**config.mk**
```make
export PLATFORM = sky130hd
export DESIGN_NAME = uart_transmitter_axis_fifo
export DESIGN_NICKNAME = d
export VERILOG_FILES = /design/src/rtl/uart_transmitter_axis_fifo.sv
export SDC_FILE = /design/constraint.sdc
export NUM_CORES = 1
export LEC_CHECK = 0
export BUFFER_PORTS_ARGS = -buffer_cell sky130_fd_sc_hd__buf_2
export CAP_MARGIN = 20
export CORE_AREA = 3 3 159 161
export DETAILED_ROUTE_END_ITERATION = 16
export DIE_AREA = 0 0 162 164
export GPL_ROUTABILITY_DRIVEN = 0
export PLACE_DENSITY_LB_ADDON = 0.05
export SYNTH_ARGS = -nofsm -noshare
export SYNTH_HDL_FRONTEND = slang
export SYNTH_SLANG_ARGS = --single-unit
```
**constraint.sdc**
```tcl
create_clock -name clk -period 2.9 [get_ports clk]
set_clock_uncertainty 0.1 [all_clocks]
set_input_delay 0.58 -clock clk [delete_from_list [all_inputs] [get_ports clk]]
set_output_delay 0.58 -clock clk [all_outputs]
set_load 0.02 [all_outputs]
```
**src/rtl/uart_transmitter_axis_fifo.sv**
```systemverilog
// UART transmitter fed by an AXI4-Stream word input through a transmit FIFO.
// Queued frames leave back to back; word width, parity and stop bits are parameters.
module uart_transmitter_axis_fifo #(
  parameter int CLOCK_FREQUENCY = 100_000_000,
  parameter int BAUD_RATE       = 115200,
  parameter int WORD_WIDTH      = 8,
  parameter int PARITY          = 0,
  parameter int STOP_BITS       = 1,
  parameter int FIFO_DEPTH      = 16
) (
  input  logic                            clk,
  input  logic                            rst_n,
  input  logic [WORD_WIDTH-1:0]           din_axis_tdata,
  input  logic                            din_axis_tvalid,
  output logic                            din_axis_tready,
  output logic                            dout,
  output logic                            busy,
  output logic [$clog2(FIFO_DEPTH+1)-1:0] fifo_count
);

  localparam int CYCLES_PER_BIT = CLOCK_FREQUENCY / BAUD_RATE;
  localparam int AW = (FIFO_DEPTH > 1) ? $clog2(FIFO_DEPTH) : 1;
  localparam int CW = $clog2(FIFO_DEPTH + 1);
  localparam int BW = (CYCLES_PER_BIT > 1) ? $clog2(CYCLES_PER_BIT) : 1;

  localparam logic [BW-1:0] BAUD_RELOAD = BW'(CYCLES_PER_BIT - 1);
  localparam logic [3:0]    LAST_DATA   = 4'(WORD_WIDTH - 1);
  localparam logic [3:0]    LAST_STOP   = 4'(STOP_BITS - 1);
  localparam logic [CW-1:0] FULL_COUNT  = CW'(FIFO_DEPTH);

  if (WORD_WIDTH < 5 || WORD_WIDTH > 9) begin : g_bad_word_width
    $error("WORD_WIDTH must be in 5..9");
  end
  if (PARITY < 0 || PARITY > 2) begin : g_bad_parity
    $error("PARITY must be 0, 1 or 2");
  end
  if (STOP_BITS != 1 && STOP_BITS != 2) begin : g_bad_stop_bits
    $error("STOP_BITS must be 1 or 2");
  end
  if (FIFO_DEPTH < 2 || (FIFO_DEPTH & (FIFO_DEPTH - 1)) != 0) begin : g_bad_fifo_depth
    $error("FIFO_DEPTH must be a power of two, at least 2");
  end
  if (CYCLES_PER_BIT < 2) begin : g_bad_baud
    $error("CLOCK_FREQUENCY / BAUD_RATE must be at least 2");
  end

  typedef enum logic [2:0] {
    S_IDLE, S_START, S_DATA, S_PARITY, S_STOP
  } state_t;

  logic [WORD_WIDTH-1:0] mem [FIFO_DEPTH];
  logic [AW-1:0]         wr_ptr, rd_ptr;
  logic [CW-1:0]         count_n;
  logic                  push, pop, full;
  logic [WORD_WIDTH-1:0] head;

  state_t                state, state_n;
  logic [BW-1:0]         baud_cnt, baud_cnt_n;
  logic [3:0]            bit_cnt, bit_cnt_n;
  logic [WORD_WIDTH-1:0] shreg, shreg_n;
  logic                  par_bit, par_bit_n;
  logic                  dout_n;
  logic                  bit_end;

  // tready must not see tvalid: it is purely occupancy and reset.
  assign full            = (fifo_count == FULL_COUNT);
  assign din_axis_tready = !full && rst_n;
  assign push            = din_axis_tvalid && din_axis_tready;
  assign head            = mem[rd_ptr];
  assign bit_end         = (baud_cnt == '0);

  function automatic logic parity_of(input logic [WORD_WIDTH-1:0] d);
    return (PARITY == 1) ? ~^d : ^d;
  endfunction

  // NOTE: every always_comb output gets a default first so no path leaves it unassigned (no latches).
  always_comb begin
    state_n    = state;
    baud_cnt_n = bit_end ? BAUD_RELOAD : baud_cnt - BW'(1);
    bit_cnt_n  = bit_cnt;
    shreg_n    = shreg;
    par_bit_n  = par_bit;
    dout_n     = dout;
    pop        = 1'b0;

    case (state)
      S_IDLE: begin
        baud_cnt_n = BAUD_RELOAD;
        pop        = (fifo_count != '0);
      end
      S_START: begin
        if (bit_end) begin
          state_n   = S_DATA;
          bit_cnt_n = '0;
          dout_n    = shreg[0];
        end
      end
      S_DATA: begin
        if (bit_end) begin
          if (bit_cnt == LAST_DATA) begin
            bit_cnt_n = '0;
            if (PARITY != 0) begin
              state_n = S_PARITY;
              dout_n  = par_bit;
            end else begin
              state_n = S_STOP;
              dout_n  = 1'b1;
            end
          end else begin
            bit_cnt_n = bit_cnt + 4'd1;
            shreg_n   = shreg >> 1;
            dout_n    = shreg[1];
          end
        end
      end
      S_PARITY: begin
        if (bit_end) begin
          state_n = S_STOP;
          dout_n  = 1'b1;
        end
      end
      S_STOP: begin
        if (bit_end) begin
          if (bit_cnt == LAST_STOP) begin
            bit_cnt_n = '0;
            state_n   = S_IDLE;
            dout_n    = 1'b1;
            pop       = (fifo_count != '0);
          end else begin
            bit_cnt_n = bit_cnt + 4'd1;
          end
        end
      end
      default: state_n = S_IDLE;
    endcase

    // A pop always launches a start bit, whether from idle or straight after a stop bit.
    if (pop) begin
      state_n    = S_START;
      baud_cnt_n = BAUD_RELOAD;
      shreg_n    = head;
      par_bit_n  = parity_of(head);
      dout_n     = 1'b0;
    end
  end

  always_comb begin
    count_n = fifo_count;
    if (push && !pop)      count_n = fifo_count + CW'(1);
    else if (pop && !push) count_n = fifo_count - CW'(1);
  end

  // NOTE: sequential state uses non-blocking assignments so every register samples pre-edge values.
  always_ff @(posedge clk) begin
    if (!rst_n) begin
      state      <= S_IDLE;
      baud_cnt   <= BAUD_RELOAD;
      bit_cnt    <= '0;
      shreg      <= '0;
      par_bit    <= 1'b0;
      dout       <= 1'b1;
      busy       <= 1'b0;
      fifo_count <= '0;
      wr_ptr     <= '0;
      rd_ptr     <= '0;
    end else begin
      state      <= state_n;
      baud_cnt   <= baud_cnt_n;
      bit_cnt    <= bit_cnt_n;
      shreg      <= shreg_n;
      par_bit    <= par_bit_n;
      dout       <= dout_n;
      busy       <= (state_n != S_IDLE) || (count_n != '0);
      fifo_count <= count_n;
      if (push) wr_ptr <= wr_ptr + AW'(1);
      if (pop)  rd_ptr <= rd_ptr + AW'(1);
    end
  end

  // NOTE: the storage array has no reset; flushing the pointers and count is enough to empty it.
  always_ff @(posedge clk) begin
    if (push) mem[wr_ptr] <= din_axis_tdata;
  end

endmodule

```
== After elaboration in Yosys (flattened, before gate mapping) ==
Memory sizes are Yosys's and may differ from the RTL's. A register that Yosys moved wholly into a read port is not among the register bits.
Cells that the tools add are included.

* $add $sub $neg: 6
* Equality and inequality tests: 15
* Mux-type cells: 35
* Bitwise gates (word level): 1
* Reduce and logical (&&, ||, !) cells: 22

{| class="wikitable"
|+ Operators by type and width
! cell !! number
|-
| 8-bit 2-to-1 mux || 4
|-
| 4-bit 2-to-1 mux || 7
|-
| 3-bit 2-to-1 mux || 7
|-
| 3-bit inequality test, second input constant || 5
|-
| 3-bit case mux with 5 select lines || 1
|-
| 5-bit nonzero test || 3
|-
| 4-bit by 1-bit adder with 4-bit output, second input constant || 3
|-
| 4-bit case mux with 3 select lines || 1
|-
| 1-bit 2-to-1 mux || 11
|-
| 10-bit zero test || 1
|-
| 5-bit 2-to-1 mux || 2
|-
| 10-bit by 1-bit subtractor with 10-bit output, second input constant || 1
|-
| 2-bit inequality test, second input constant || 4
|-
| 3-bit by 2-bit equality test with 1-bit output, second input constant || 2
|-
| 6-bit AND reduction || 1
|-
| 3-bit nonzero test || 2
|-
| 5-bit by 1-bit adder with 5-bit output, second input constant || 1
|-
| 5-bit equality test, second input constant || 1
|-
| 5-bit by 1-bit subtractor with 5-bit output, second input constant || 1
|-
| 4-bit by 3-bit equality test with 1-bit output, second input constant || 1
|-
| 1-bit logical AND || 4
|-
| 4-bit zero test || 1
|-
| 1-bit case mux with 4 select lines || 1
|-
| 4-bit AND reduction || 1
|-
| other kinds (10) || 13
|}

* Flip-flop bits (word level): 40
* Bits in writable memories: 128
* Input port bits: 11
* Output and inout port bits: 8
* Word-level logic and storage cells: 89
* Memories kept: 1

{| class="wikitable"
|+ Memory list
! memory !! words !! width !! read ports !! clocked after memory_dff !! write ports !! line !! text
|-
| mem || 16 || 8 || 1 || 1 || 1 || 51 || <nowiki>logic [WORD_WIDTH-1:0] mem [FIFO_DEPTH];</nowiki>
|}

== Depth between registers and ports, before layout ==
Gate-level depths: netlist (run 1).

* Depth after elaboration: 10
* Mapped depth: 9
* Depth with buffers taken out: 9

== Least setup slack after synthesis (run 1) ==
No wires, ideal clock.

* Path type: register -> register
* Start point: register fifo_count[1]
* End point: memory mem[3][0] (enable)
* Library setup time: 0.383 ns
* Arrival time: 2.351 ns
* Data required time: 2.417 ns
* Slack: 0.065 ns
* Stages on the path, launching flop included: 8
* Buffers on the path: 1
* Clock period less this slack: 2.835 ns
* Path through: dfxtp_1 -> inv_1 -> ha_1 -> and4bb_1 -> nor2_1 -> buf_2 -> nand2_1 -> nor3_1

* Longest elaborated chain between the ends: 6

{| class="wikitable"
|+ RTL lines
! item !! line !! text
|-
| start, declared || 18 || <nowiki>output logic [$clog2(FIFO_DEPTH+1)-1:0] fifo_count</nowiki>
|-
| start signal, assigned || 174 || <nowiki>fifo_count <= count_n;</nowiki>
|-
| 5-bit equality test || 66 || <nowiki>assign full = (fifo_count == FULL_COUNT);</nowiki>
|-
| 1-bit zero test || 67 || <nowiki>assign din_axis_tready = !full && rst_n;</nowiki>
|-
| 1-bit logical AND || 67 ||
|-
| 1-bit logical AND || 68 || <nowiki>assign push = din_axis_tvalid && din_axis_tready;</nowiki>
|-
| 1-bit 2-to-1 mux || 182 || <nowiki>if (push) mem[wr_ptr] <= din_axis_tdata;</nowiki>
|-
| 1-bit 2-to-1 mux (not written as such) || 182 ||
|-
| end, declared || 51 ||
|}

No other way between the ends.

== Worst setup path in the final report (run 1) ==
* Start point: register bit_cnt[0]
* End point: register busy

* Longest elaborated chain between the ends: 9
* Elaborated cells on any way between the ends: 19
* Those cells by class: eq/ne (1); mux (11); reduce/logical (7)

{| class="wikitable"
|+ RTL lines
! item !! line !! text
|-
| start, declared || 59 || <nowiki>logic [3:0] bit_cnt, bit_cnt_n;</nowiki>
|-
| start signal, assigned || 169 || <nowiki>bit_cnt <= bit_cnt_n;</nowiki>
|-
| 4-bit zero test || 124 || <nowiki>if (bit_cnt == LAST_STOP) begin</nowiki>
|-
| 1-bit 2-to-1 mux || 124 ||
|-
| 1-bit 2-to-1 mux || 123 || <nowiki>if (bit_end) begin</nowiki>
|-
| 1-bit case mux with 2 select lines || 86 || <nowiki>case (state)</nowiki>
|-
| 1-bit logical AND / 1-bit zero test (equally long branches) || 150, 149 ||
|-
| 5-bit 2-to-1 mux / 1-bit logical AND (equally long branches) || 150, 149 ||
|-
| 5-bit 2-to-1 mux || 149 || <nowiki>if (push && !pop) count_n = fifo_count + CW'(1);</nowiki>
|-
| 5-bit nonzero test || 173 || <nowiki>busy <= (state_n != S_IDLE) || (count_n != '0);</nowiki>
|-
| 1-bit logical OR * || 173 ||
|-
| end signal, assigned || 173 ||
|-
| end, declared || 17 || <nowiki>output logic busy,</nowiki>
|}

Every way passes the cells marked *; elsewhere a longest branch is shown, timed or not.
A chain may end at the register's enable or synchronous reset.

==> results of run 1 <==
## worst max-delay path, stage by stage, from the launching register on
cell and delay, ns:
dfxtp_1 0.33, inv_1 0.09, ha_1 0.17, nor3b_1 0.27, nand4_1 0.29, a21o_1 0.36
mux2i_1 0.17, xor2_1 0.15, and2_1 0.17, or4_1 0.51
## registers in the layout, indices dropped and copies added (netlist names), named ones only
signal and flops:
busy 1, state 3, bit_cnt 4, dout 1
rd_ptr 4, wr_ptr 4, fifo_count 5, baud_cnt 10
mem 128, shreg 8
## layout by cell type (no fill, tap or decap), types with 4 or more instances in the layout
cell type / n
a21boi_0: 5
a21oi_1: 10
and2_1: 14
buf_2: 18
buf_4: 33
bufinv_16: 4
clkbuf_16: 17
dfxtp_1: 43
edfxtp_1: 128
ha_1: 12
inv_1: 10
inv_8: 4
mux2i_1: 6
mux4_2: 40
nand2_1: 35
nand2b_1: 7
nand3_1: 7
nand4_1: 5
nor2_1: 26
nor2b_1: 5
nor3_1: 10
o211a_1: 4
o21ai_0: 11
xnor2_1: 15
## worst max path at each step
stage                        from        end  slack (ns)  cells past startpoint
global route           bit_cnt[0]       busy        0.02                      9
finish                 bit_cnt[0]       busy        0.16                      9
global placement       bit_cnt[0]       busy        0.27                      9
detailed placement     bit_cnt[0]       busy        0.16                      9
floorplan           fifo_count[1]  mem[3][0]        0.07                      7
CTS                    bit_cnt[0]       busy        0.14                      9
## routing by layer
layer,vias to the layer above,track usage,routed length [um]
met3,11,0.0333,446
met5,-,0,0
met4,0,0.0337,144
met2,48,0.221,8150
li1,1862,-,-
met1,2023,0.163,7360
## through the flow
step,utilization,std cells
2_1_floorplan,-,458
3_3_place_gp,0.325,813
3_5_place_dp,0.325,813
4_1_cts,0.352,845
5_1_grt,0.352,846
6_report,0.352,846
## cells by family after synthesis
logic type,synth area share
mux,0.134
xor+xnor,0.0220
fa+ha+maj,0.0210
flops,0.661
buf+inv,0.0171
simple gates,0.0978
compound gates,0.0469
## final cells by class
cell class | count | area share
clock buffer | 18 | 0.0505
clock inverter | 14 | 0.0245
inverter | 10 | 0.00442
multi-input combinational | 255 | 0.272
sequential | 172 | 0.557
tap | 324 | 0.0477
timing repair buffer | 53 | 0.0445
## repair_timing
| item | CTS | global route |
|---|---|---|
| resized for setup | 0 | 1 |
| setup endpoints to repair | 0 | 1 |
| buffers inserted | 0 | 1 |
## cells in the mapped netlist, types with 2 or more instances
library cell / instances
a21oi_1: 11
buf_1: 3
nor3_2: 2
o22ai_1: 2
nor3_1: 10
nand2b_1: 7
o211ai_1: 2
buf_2: 5
and2_1: 14
or4_1: 2
mux2i_1: 6
ha_1: 12
nor2b_1: 5
clkbuf_1: 13
o211a_1: 4
a22oi_1: 3
nand2_1: 35
nand3_1: 7
a31oi_1: 3
dfxtp_1: 44
a21boi_0: 5
and3_1: 2
o21ai_0: 11
xor2_1: 3
inv_1: 10
nor2_1: 26
nand3b_1: 2
nand4_1: 5
edfxtp_1: 128
mux4_2: 40
xnor2_1: 15
## power groups by stage
| stage | Sequential (mW) | Combinational [mW] | Clock, mW |
|---|---|---|---|
| after floorplan | 2.98 | 1.07 | 0 |
| after CTS | 2.93 | 1.61 | 2.56 |
| after detailed placement | 2.99 | 1.61 | 0 |
| after global placement | 2.99 | 1.62 | 0 |
| final | 2.93 | 1.57 | 2.48 |
| after global routing | 2.96 | 1.77 | 2.65 |
==> flow_summary.yaml, run 1 <==
layout:
  diodes: 0
  layout-drive-gt1-share: 0.261
  num-nets-final: 532
  final_area_um2: 8490
  fillers: 2388
  multiInputGateArea_um2: 2310
  register_area_um2: 4730
  area_delta_synth_final_pct: 18.7
route:
  routed_wirelength_mm: 16.1
  drcViolationCount: 0
  ant_nets: 0
  via_per_inst: 4.66
  post_drt_wl_per_cell_um: 19.0
  via_count: 3944
  drt-initial-drc-count: 299
  firstDrtPassIters: 6
sta:
  setup_viol: 0
  min_period_ns: 2.74
  setup_tns_ns: 0
  slew_headroom: 0.515
  layout_setup_ws_ns: 0.165
  worst_pin_slew_ns: 0.727
  finalCritPeriodShare: 0.943
  holdWs_ns: 0.326
  fmax_ghz: 0.366
  drv_slew: 0
  hold_violations: 0
  rsz0062_at_grt: "false"
pwr:
  p_int_mw: 5.03
  p_leak_nw: 2.84
  ir_worst_vdd_mv: 0.301
  combPwrFrac: 0.225
  pwr-share-seq: 0.420
  power_mw: 6.98
  switching_share: 0.280
  p_sw_mw: 1.95
  powerDensity_nw_per_um2: 822
  power_frac_clock: 0.355
global_routing:
  grt_usage: 0.129
  grt_overflow: 0
  grt_pass1_vias: 4200
  grt_pass1_wl_mm: 25.1
  grt_max_degree: 33
  antenna_found_initial: 0
place:
  placed_area_um2: 7840
  hpwl_mm: 10.6
  io_buffers: 18
  dpl_worst_slack_ns: 0.158
logic_synthesis:
  yosys.cell_types.count: 52
  ys_ff_latch: 172
  synthArstFlopShare: 0
  synth_flop_cell: "edfxtp_1"
  yosys_warnings: 0
  yosys-top-cells-area: "edfxtp_1 54%, mux4_2 13%, dfxtp_1 12%, ha_1 2.1%, nand2_1 1.8%"
  yosys.area.top_type_share: 0.538
  synth_top_area_cell: "edfxtp_1"
  synth_edf_count: 128
  syn_nets: 481
  synth-seq-area-share: 0.661
  netlist_area_um2: 7150
  synth_area_per_cell_um2: 15.6
  synthCells: 458
worst_hold_path:
  worstHoldPathCells: 1
  min_path_type: "flip-flop to flip-flop"
  hold_start: "baud_cnt[0]"
  worstHoldEndpoint: "baud_cnt[0]"
setup_path:
  rr_endpoint: "busy"
  cp-start-kind: "flip-flop"
  worst_ep_arrival_time_ns: 2.94
  crit_fanout: 7
  reg2reg_from: "bit_cnt[0]"
  worstPathRequired_ns: 3.10
  crit_type: "flip-flop to flip-flop"
  r2r_cells: 9
  endpoint_kind: "flip-flop"
  rrSetupSlack_ns: 0.16
floorplan:
  core_um2: 24100
  dieArea_um2: 26600
  die_height_um: 164
  die_w_um: 162
  start_util: 0.297
  rows: 57
  io_pins: 19
clock_tree:
  cts_root_buffer: "clkbuf_16"
  insertion_delay_ns: 0.43
  cts_hold_buf: 0
  clock-sinks: 172
  numCtsBuffers: 17
  clk_pin_slew_worst_paths_ns: 0.07
  h-tree-depth: 4
  max-clock-path-buffers: 2
  cts_tree: "built"
status:
  status: "complete, no violations"
run:
  cap_violations: 0
(Power assumes the default switching activity.)
==> inputs of run 2 (changes only) <==
Settings changed: CORE_AREA 3 3 159 161 to 3 3 152 168, DIE_AREA 0 0 162 164 to 0 0 155 171.
==> run 2 against run 1 <==
Worst hold slack worse by 0.0090 ns. Combinational power about the same. Power down 3.0%. Count of clock-buffer cells in the layout down 1. First-iteration DRC count down 16%. Die area down 0.24%. Critical path depth unchanged. Global-route usage down 0.38 points. Cell count down 2.7%. Cell area down 1.3%. Sequential share of layout area up 0.71 points.
==> flow_summary.yaml, run 2 (same netlist as run 1, synthesis figures left out) <==
route:
  ant_nets: 0
  routed_wirelength_mm: 15.7
  via_count: 3936
  firstDrtPassIters: 4
  drt-initial-drc-count: 252
  drcViolationCount: 0
  post_drt_wl_per_cell_um: 19.1
  via_per_inst: 4.78
status:
  status: "complete, no violations"
sta:
  finalCritPeriodShare: 0.922
  rsz0062_at_grt: "false"
  fmax_ghz: 0.374
  slew_headroom: 0.551
  drv_slew: 0
  min_period_ns: 2.67
  setup_tns_ns: 0
  worst_pin_slew_ns: 0.669
  setup_viol: 0
  hold_violations: 0
layout:
  final_area_um2: 8380
  num-nets-final: 528
  final_common_cell: "edfxtp_1"
  final_cell_mix: "128 x edfxtp_1, 43 x dfxtp_1, 40 x mux4_2"
  area_delta_synth_final_pct: 17.2
  diodes: 0
  final_cells: 823
  reg.largest.list: "mem (128), baud_cnt (10), shreg (8)"
  largest_reg_flops: 128
  largest_register: "mem"
  layout-drive-gt1-share: 0.261
global_routing:
  grt_max_degree: 33
  grt-busiest-layer: "met2"
  antenna_found_initial: 0
  met2_usage: 0.213
  grt_usage: 0.125
  grt_pass1_wl_mm: 24.8
  met1_usage: 0.163
  grt_overflow: 0
  grt_pass1_vias: 4157
  use_met3: 0.0278
setup_path:
  crit_fanout: 5
  endpoint_kind: "flip-flop"
  slowest_delay_ns: 0.39
  path_cells: "inv_1 -> ha_1 -> nor2b_1 -> nand4_1 -> a21oi_1 -> mux2i_1 -> nand3_1 -> o41a_1 -> or4_1"
  worstPathRequired_ns: 3.10
  cp-start-kind: "flip-flop"
  slowest_stage: "o41a_1"
  crit_type: "flip-flop to flip-flop"
  worst_ep_arrival_time_ns: 2.87
pwr:
  power_mw: 6.77
  ir_worst_vdd_mv: 0.346
  p_leak_nw: 2.79
  powerDensity_nw_per_um2: 807
clock_tree:
  insertion_delay_ns: 0.42
  clk_pin_slew_worst_paths_ns: 0.07
  clock-sinks: 172
  cts_hold_buf: 0
  cts_tree: "built"
  numCtsBuffers: 17
  cts_root_buffer: "clkbuf_16"
  max-clock-path-buffers: 2
  h-tree-depth: 4
place:
  placed_area_um2: 7800
  placed_cells: 791
  io_buffers: 18
  hpwl_mm: 10.8
worst_hold_path:
  min_path_type: "flip-flop to flip-flop"
floorplan:
  core_um2: 23800
  die_w_um: 155
  io_pins: 19
  dieArea_um2: 26500
  rows: 59
  start_util: 0.300
  die_height_um: 171
run:
  cap_violations: 0
-- run 2: stage by stage --
step                      hold WS (ns)  utilization  setup slack, ns
final                            0.317        0.352            0.226
after global routing             0.364        0.352           0.0146
after CTS                        0.321        0.351            0.127
after detailed placement         0.303        0.327            0.137
after global placement           0.299        0.327            0.275
after floorplan                  0.284            -           0.0654
-- run 2: worst paths after layout --
check,startpoint,to,slack (ns),cells past startpoint
max,baud_cnt[0],busy,0.23,9
max reg2reg,baud_cnt[0],busy,0.23,9
min reg2reg,baud_cnt[0],baud_cnt[0],0.32,1
min,baud_cnt[0],baud_cnt[0],0.32,1
-- run 2: cell type report --
cell class	count	area [um2]
fillers	2327	15500
flip-flops and latches	172	4730
multi-input cells	255	2310
clock buffers	17	425
well taps	305	382
repair buffers	49	348
clock inverters	15	153
inverters	10	37.5
-- run 2: repair_timing --
item / CTS / global route
endpoints found under the setup margin: 0 / 1
resized for setup: 0 / 2
buffers inserted: 0 / 0
-- run 2: worst max-delay path, delay by kind of cell (launching register included) --
| family | cells | cell delay [ns] |
|---|---|---|
| buffers and inverters | 1 | 0.08 |
| flip-flops | 1 | 0.33 |
| adder cells (fa/ha/maj) | 1 | 0.17 |
| AND/OR/NAND/NOR | 4 | 1.01 |
| AO/OA/AOI/OAI | 2 | 0.66 |
| multiplexers | 1 | 0.21 |
-- run 2: where the power goes --
part	internal [mW]	switching [mW]	leakage, nW
clock network	1.22	1.05	0.284
logic	0.761	0.784	0.993
registers	2.79	0.152	1.51
-- run 2: per-layer routing --
metal	up-vias	wire length, um	share of wire
li1	1859	-	-
met1	2030	7090	0.45
met4	0	143	0.0091
met3	8	353	0.022
met2	39	8130	0.52
met5	-	0	0
